## config.mk

```make
export PLATFORM = sky130hd
export DESIGN_NAME = reg_cmd_sequencer
export DESIGN_NICKNAME = d
export VERILOG_FILES = /design/src/rtl/reg_op_pkg.sv /design/src/rtl/sync_fifo.sv /design/src/rtl/reg_cmd_sequencer.sv
export SDC_FILE = /design/constraint.sdc
export NUM_CORES = 1
export LEC_CHECK = 0
export ABC_AREA = 1
export BUFFER_PORTS_ARGS = -buffer_cell sky130_fd_sc_hd__buf_2
export CAP_MARGIN = 10
export CELL_PAD_IN_SITES_DETAIL_PLACEMENT = 1
export CELL_PAD_IN_SITES_GLOBAL_PLACEMENT = 1
export CORE_MARGIN = 4
export CORE_UTILIZATION = 40
export DETAILED_ROUTE_END_ITERATION = 8
export PLACE_DENSITY = 0.77
export SYNTH_ARGS = -nofsm -noshare
export SYNTH_HDL_FRONTEND = slang
export SYNTH_SLANG_ARGS = --single-unit
```

## constraint.sdc

```tcl
create_clock -name clk -period 4.13 [get_ports clk]
set_input_delay 0.413 -clock clk [delete_from_list [all_inputs] [get_ports clk]]
set_output_delay 0.413 -clock clk [all_outputs]
set_load 0.01 [all_outputs]
```

## src/rtl/reg_op_pkg.sv

```systemverilog
// Shared definitions for the register-operations block and its command sequencer:
// default widths, sequencer state encoding and the operation select codes.
package reg_op_pkg;

  localparam int DATA_W_DEF = 4;
  localparam int SEL_W_DEF  = 2;

  typedef enum logic {
    IDLE = 1'b0,
    RUN  = 1'b1
  } seq_state_t;

  // Select codes understood by the register-operations block; code 0 doubles as the idle select
  localparam logic [1:0] SEL_OP0  = 2'b00;
  localparam logic [1:0] SEL_OP1  = 2'b01;
  localparam logic [1:0] SEL_OP2  = 2'b10;
  localparam logic [1:0] SEL_OP3  = 2'b11;
  localparam logic [1:0] SEL_IDLE = SEL_OP0;

endpackage

```

## src/rtl/sync_fifo.sv

```systemverilog
// Single-clock FIFO with first-word-fall-through read data, synchronous flush
// and an occupancy count one bit wider than the pointers.
module sync_fifo #(
  parameter int WIDTH = 6,
  parameter int DEPTH = 8
) (
  input  logic                     clk,
  input  logic                     reset,
  input  logic                     push,
  input  logic                     pop,
  input  logic                     flush,
  input  logic [WIDTH-1:0]         wdata,
  output logic [WIDTH-1:0]         rdata,
  output logic [$clog2(DEPTH):0]   count,
  output logic                     full,
  output logic                     empty
);

  localparam int AW = $clog2(DEPTH);
  localparam int CW = AW + 1;

  logic [WIDTH-1:0] mem [DEPTH];
  logic [AW-1:0]    wr_ptr;
  logic [AW-1:0]    rd_ptr;
  logic             do_push;
  logic             do_pop;

  assign full    = (count == CW'(DEPTH));
  assign empty   = (count == '0);
  assign do_push = push & ~full & ~flush;
  assign do_pop  = pop & ~empty & ~flush;
  assign rdata   = mem[rd_ptr];

  always_ff @(posedge clk) begin
    if (do_push) begin
      mem[wr_ptr] <= wdata;
    end
  end

  // DEPTH is a power of two, so the pointers wrap by plain overflow
  always_ff @(posedge clk or negedge reset) begin
    if (!reset) begin
      wr_ptr <= '0;
      rd_ptr <= '0;
      count  <= '0;
    end else if (flush) begin
      wr_ptr <= '0;
      rd_ptr <= '0;
      count  <= '0;
    end else begin
      if (do_push) begin
        wr_ptr <= wr_ptr + AW'(1);
      end
      if (do_pop) begin
        rd_ptr <= rd_ptr + AW'(1);
      end
      case ({do_push, do_pop})
        2'b10:   count <= count + CW'(1);
        2'b01:   count <= count - CW'(1);
        default: count <= count;
      endcase
    end
  end

endmodule

```

## src/rtl/reg_cmd_sequencer.sv

```systemverilog
// Command stage for the register-operations block: buffers {data, sel} words and
// replays them in order, holding each on in_out/s_out for hold_cycles+1 cycles.
module reg_cmd_sequencer import reg_op_pkg::*; #(
  parameter int               DATA_W   = DATA_W_DEF,
  parameter int               SEL_W    = SEL_W_DEF,
  parameter int               DEPTH    = 8,
  parameter int               HOLD_W   = 4,
  parameter logic [SEL_W-1:0] IDLE_SEL = SEL_W'(SEL_IDLE)
) (
  input  logic                      clk,
  input  logic                      reset,
  input  logic                      cmd_valid,
  output logic                      cmd_ready,
  input  logic [DATA_W+SEL_W-1:0]   cmd_data,
  input  logic                      start,
  input  logic                      abort,
  input  logic [HOLD_W-1:0]         hold_cycles,
  output logic [DATA_W-1:0]         in_out,
  output logic [SEL_W-1:0]          s_out,
  output logic                      issue,
  output logic                      busy,
  output logic                      done,
  output logic [$clog2(DEPTH):0]    count
);

  seq_state_t                state;
  seq_state_t                state_next;
  logic [DATA_W+SEL_W-1:0]   fifo_rdata;
  logic                      fifo_full;
  logic                      fifo_empty;
  logic                      push;
  logic                      pop;
  logic [HOLD_W-1:0]         hold_cnt;
  logic [HOLD_W-1:0]         hold_load;
  logic [HOLD_W-1:0]         hold_next;
  logic [HOLD_W-1:0]         hold_load_next;
  logic [DATA_W-1:0]         in_next;
  logic [SEL_W-1:0]          s_next;
  logic                      issue_next;
  logic                      done_next;

  // abort flushes the FIFO this edge, so a concurrent push must not land
  assign cmd_ready = ~fifo_full;
  assign push      = cmd_valid & cmd_ready & ~abort;

  sync_fifo #(
    .WIDTH (DATA_W + SEL_W),
    .DEPTH (DEPTH)
  ) u_fifo (
    .clk   (clk),
    .reset (reset),
    .push  (push),
    .pop   (pop),
    .flush (abort),
    .wdata (cmd_data),
    .rdata (fifo_rdata),
    .count (count),
    .full  (fifo_full),
    .empty (fifo_empty)
  );

  always_ff @(posedge clk or negedge reset) begin
    if (!reset) begin
      state <= IDLE;
    end else begin
      state <= state_next;
    end
  end

  always_comb begin
    state_next = state;
    if (abort) begin
      state_next = IDLE;
    end else begin
      case (state)
        IDLE: if (start && !fifo_empty) state_next = RUN;
        RUN:  if (hold_cnt == '0 && fifo_empty) state_next = IDLE;
      endcase
    end
  end

  // Next values for the registered outputs; the FWFT head is loaded on the same edge it is popped
  always_comb begin
    pop            = 1'b0;
    in_next        = in_out;
    s_next         = s_out;
    issue_next     = 1'b0;
    done_next      = 1'b0;
    hold_next      = hold_cnt;
    hold_load_next = hold_load;
    if (abort) begin
      in_next   = '0;
      s_next    = IDLE_SEL;
      hold_next = '0;
    end else begin
      case (state)
        IDLE: begin
          if (start && !fifo_empty) begin
            pop               = 1'b1;
            {in_next, s_next} = fifo_rdata;
            hold_next         = hold_cycles;
            hold_load_next    = hold_cycles;
            issue_next        = 1'b1;
          end
        end
        RUN: begin
          if (hold_cnt != '0) begin
            hold_next = hold_cnt - HOLD_W'(1);
          end else if (!fifo_empty) begin
            pop               = 1'b1;
            {in_next, s_next} = fifo_rdata;
            hold_next         = hold_load;
            issue_next        = 1'b1;
          end else begin
            in_next   = '0;
            s_next    = IDLE_SEL;
            done_next = 1'b1;
          end
        end
      endcase
    end
  end

  always_ff @(posedge clk or negedge reset) begin
    if (!reset) begin
      in_out    <= '0;
      s_out     <= IDLE_SEL;
      issue     <= 1'b0;
      done      <= 1'b0;
      busy      <= 1'b0;
      hold_cnt  <= '0;
      hold_load <= '0;
    end else begin
      in_out    <= in_next;
      s_out     <= s_next;
      issue     <= issue_next;
      done      <= done_next;
      busy      <= (state_next == RUN);
      hold_cnt  <= hold_next;
      hold_load <= hold_load_next;
    end
  end

endmodule

```

==> flow_summary.yaml <==
yosys:
  synth-seq-cells: 75
  avgSynthCellArea_um2: 10.4
  seq_area_frac_synth_pct: 64.9
  synth_nets: 336
  yosysTopAreaCell: "edfxtp_1"
  synth_top_cells_by_area: "edfxtp_1, dfrtp_1, nand2_1, o21ai_0, nor2_1"
  async_flop_share_pct: 36.0
  synth_edf_count: 48
  yosysTopAreaCellShare_pct: 44.2
  netlist_instances: 315
  yosys.cell_types.count: 24
  netlist_area_um2: 3260
  synth_commonest_cells: "nand2_1, edfxtp_1, nor2_1, o21ai_0, dfrtp_1"
  synthFlopType: "edfxtp_1"
  synth_warnings: 0
  yosysMostFrequentCell: "nand2_1"
critical_path:
  reg2reg_slack_ns: 1.72
  cp_top_family: "simple AND/OR/NAND/NOR gates"
  worstSetupPathType: "reg -> reg"
  critical_path.max_fanout: 5
  path_buf_inv: 3
  cp-end-kind: "flop"
  cp-startpoint: "hold_cnt[0]"
  cp_cell_sequence: "inv_1 > ha_1 > nand2_2 > nor2_4 > nand2_1 > nand2_2 > nand3_2 > inv_1 > ha_1 > a21oi_1 > nand2_1 > xor2_1 > nand2_1 > inv_2 > nor2_1 > nand2_1 > nand2_1"
  reg2reg_depth: 17
  critPathLaunchType: "flop"
  critPathMostFrequentCell: "nand2_1"
  required_ns: 4.38
  r2r-start: "hold_cnt[0]"
  reg2reg_to: "u_fifo.count[3]"
  slowest_delay_ns: 0.37
  critPathArrivalTime_ns: 2.67
  cp_slowest_cell: "dfrtp_1"
die:
  die_height_um: 98.3
  die-area_um2: 9660
  start_util_pct: 41.8
  coreArea_um2: 7810
  die_x_um: 98.3
  num_rows: 32
  ios: 29
timing:
  slew_headroom_pct: 43.1
  rsz0062_at_grt: "false"
  setup_violations: 0
  fmax_mhz: 414
  hold_viol: 0
  worst_pin_slew_ns: 0.853
  period_minus_slack_ns: 2.41
  fin_tns_setup_ns: 0
  slew_viol_final: 0
  final.period_utilization_pct: 58.5
  skew_ns: 0.00928
global_route:
  grt-ovfl-total: 0
  top_usage_layer: "met2"
  grt_pass1_vias: 2431
  grt_max_degree: 28
  track_usage_pct: 15.9
  grt_antenna_before_repair: 0
  grtUsageMet3_pct: 4.29
  grtUsageMet1_pct: 21.0
  grt_pass1_wl_um: 12000
  grt.met2_usage_pct: 25.7
power:
  powerDensity_nw_per_um2: 648
  ir_worst_vdd_mv: 0.213
  p_leak_nw: 1.57
status:
  status: "finished, final reports clean"
final_layout:
  layout.nets: 368
  fillers: 893
  area_delta_synth_final_pct: 13.5
  drive_gt1_share_pct: 18.2
  fin_util_pct: 47.4
  num_antenna_cells: 0
placed_design:
  routabilityCongestion: 0.794
  numPortBuffers: 28
  dp_hpwl_um: 5070
clock_network:
  cts.sinks: 75
  clk_pin_slew_worst_paths_ns: 0.09
  postCtsHoldBufs: 0
  post_cts_resized: 0
  post_cts_buffers: 0
  clock-root-buffer: "clkbuf_8"
  cts_max_path_buffers: 2
  cts_tree: "yes"
  clock_latency_ns: 0.35
  htreeDepth: 3
  cts-buffers-inserted: 9
worst_hold_path:
  hp-class: "in -> async"
detailed_routing:
  route.vias.total: 2312
  firstDrtPassIters: 4
  first_iter_violations: 145
  detail-route-antenna-nets: 0
  vias_per_cell: 5.09
  wl_um: 7090
  wl_per_cell_um: 15.6
  drcViolationCount: 0
run:
  drv_cap: 0
[layout by cell type, fill, tap and decap left out, types with 13 or more instances in the layout]
cell	instances
nand2_1	71
dfrtp_1	27
buf_2	28
o21ai_1	13
o21ai_0	34
o22ai_1	15
nor2_1	41
edfxtp_1	48
inv_1	19
[stage by stage]
step	area, um^2	worst slack [ns]	cells	hold slack [ns]	power, mW
6_report	3700	1.72	454	0.0641	2.40
4_1_cts	3700	1.71	454	0.0779	2.43
5_1_grt	3700	1.48	454	0.107	2.60
3_5_place_dp	3500	1.72	438	0.466	1.86
2_1_floorplan	3260	2.00	315	0.117	1.60
3_3_place_gp	3500	1.89	438	0.465	1.82
[metal layers]
metal	up-vias	share of wire, %
li1	1140	-
met1	1127	47
met2	36	48
met3	9	3.1
met4	0	1.4
met5	-	0
[how the worst max path moves through the flow]
stage	end	slack [ns]	cells after the start
2_1_floorplan	u_fifo.count[3]	2.00	17
3_3_place_gp	u_fifo.count[3]	1.89	17
3_5_place_dp	u_fifo.count[3]	1.72	17
4_1_cts	u_fifo.count[3]	1.71	17
5_1_grt	u_fifo.count[3]	1.48	16
6_report	u_fifo.count[3]	1.72	17
[registers in the layout (all words and copies together), names as in the netlist]
register       flops
u_fifo.mem        48
s_out              2
hold_load          4
issue              1
u_fifo.count       4
hold_cnt           4
done               1
busy               1
u_fifo.rd_ptr      3
u_fifo.wr_ptr      3
in_out             4
[final cells by class]
type | count | area, um^2 | area share, %
timing repair buffer | 28 | 140 | 3.79
tap | 102 | 128 | 3.45
clock inverter | 7 | 78.8 | 2.13
multi-input combinational | 208 | 1020 | 27.5
clock buffer | 9 | 124 | 3.35
inverter | 25 | 93.8 | 2.54
sequential | 75 | 2120 | 57.2
[logic make-up after synthesis]
kind of cell	after synthesis	share of synthesized area [%]
AOI/OAI and AO/OA	67	11.0
xor gates and xnor gates	3	0.806
adders and majority gates	6	2.53
buffers and inverters	32	3.84
DFF	75	64.9
and+or+nand+nor	132	16.9
[power breakdown]
group / total, mW / internal, mW / switching (mW)
clock: 0.563 / 0.241 / 0.322
sequential: 1.04 / 0.918 / 0.121
combinational: 0.796 / 0.274 / 0.522
total: 2.40 / 1.43 / 0.966
Power figures use the tool's default switching activity.
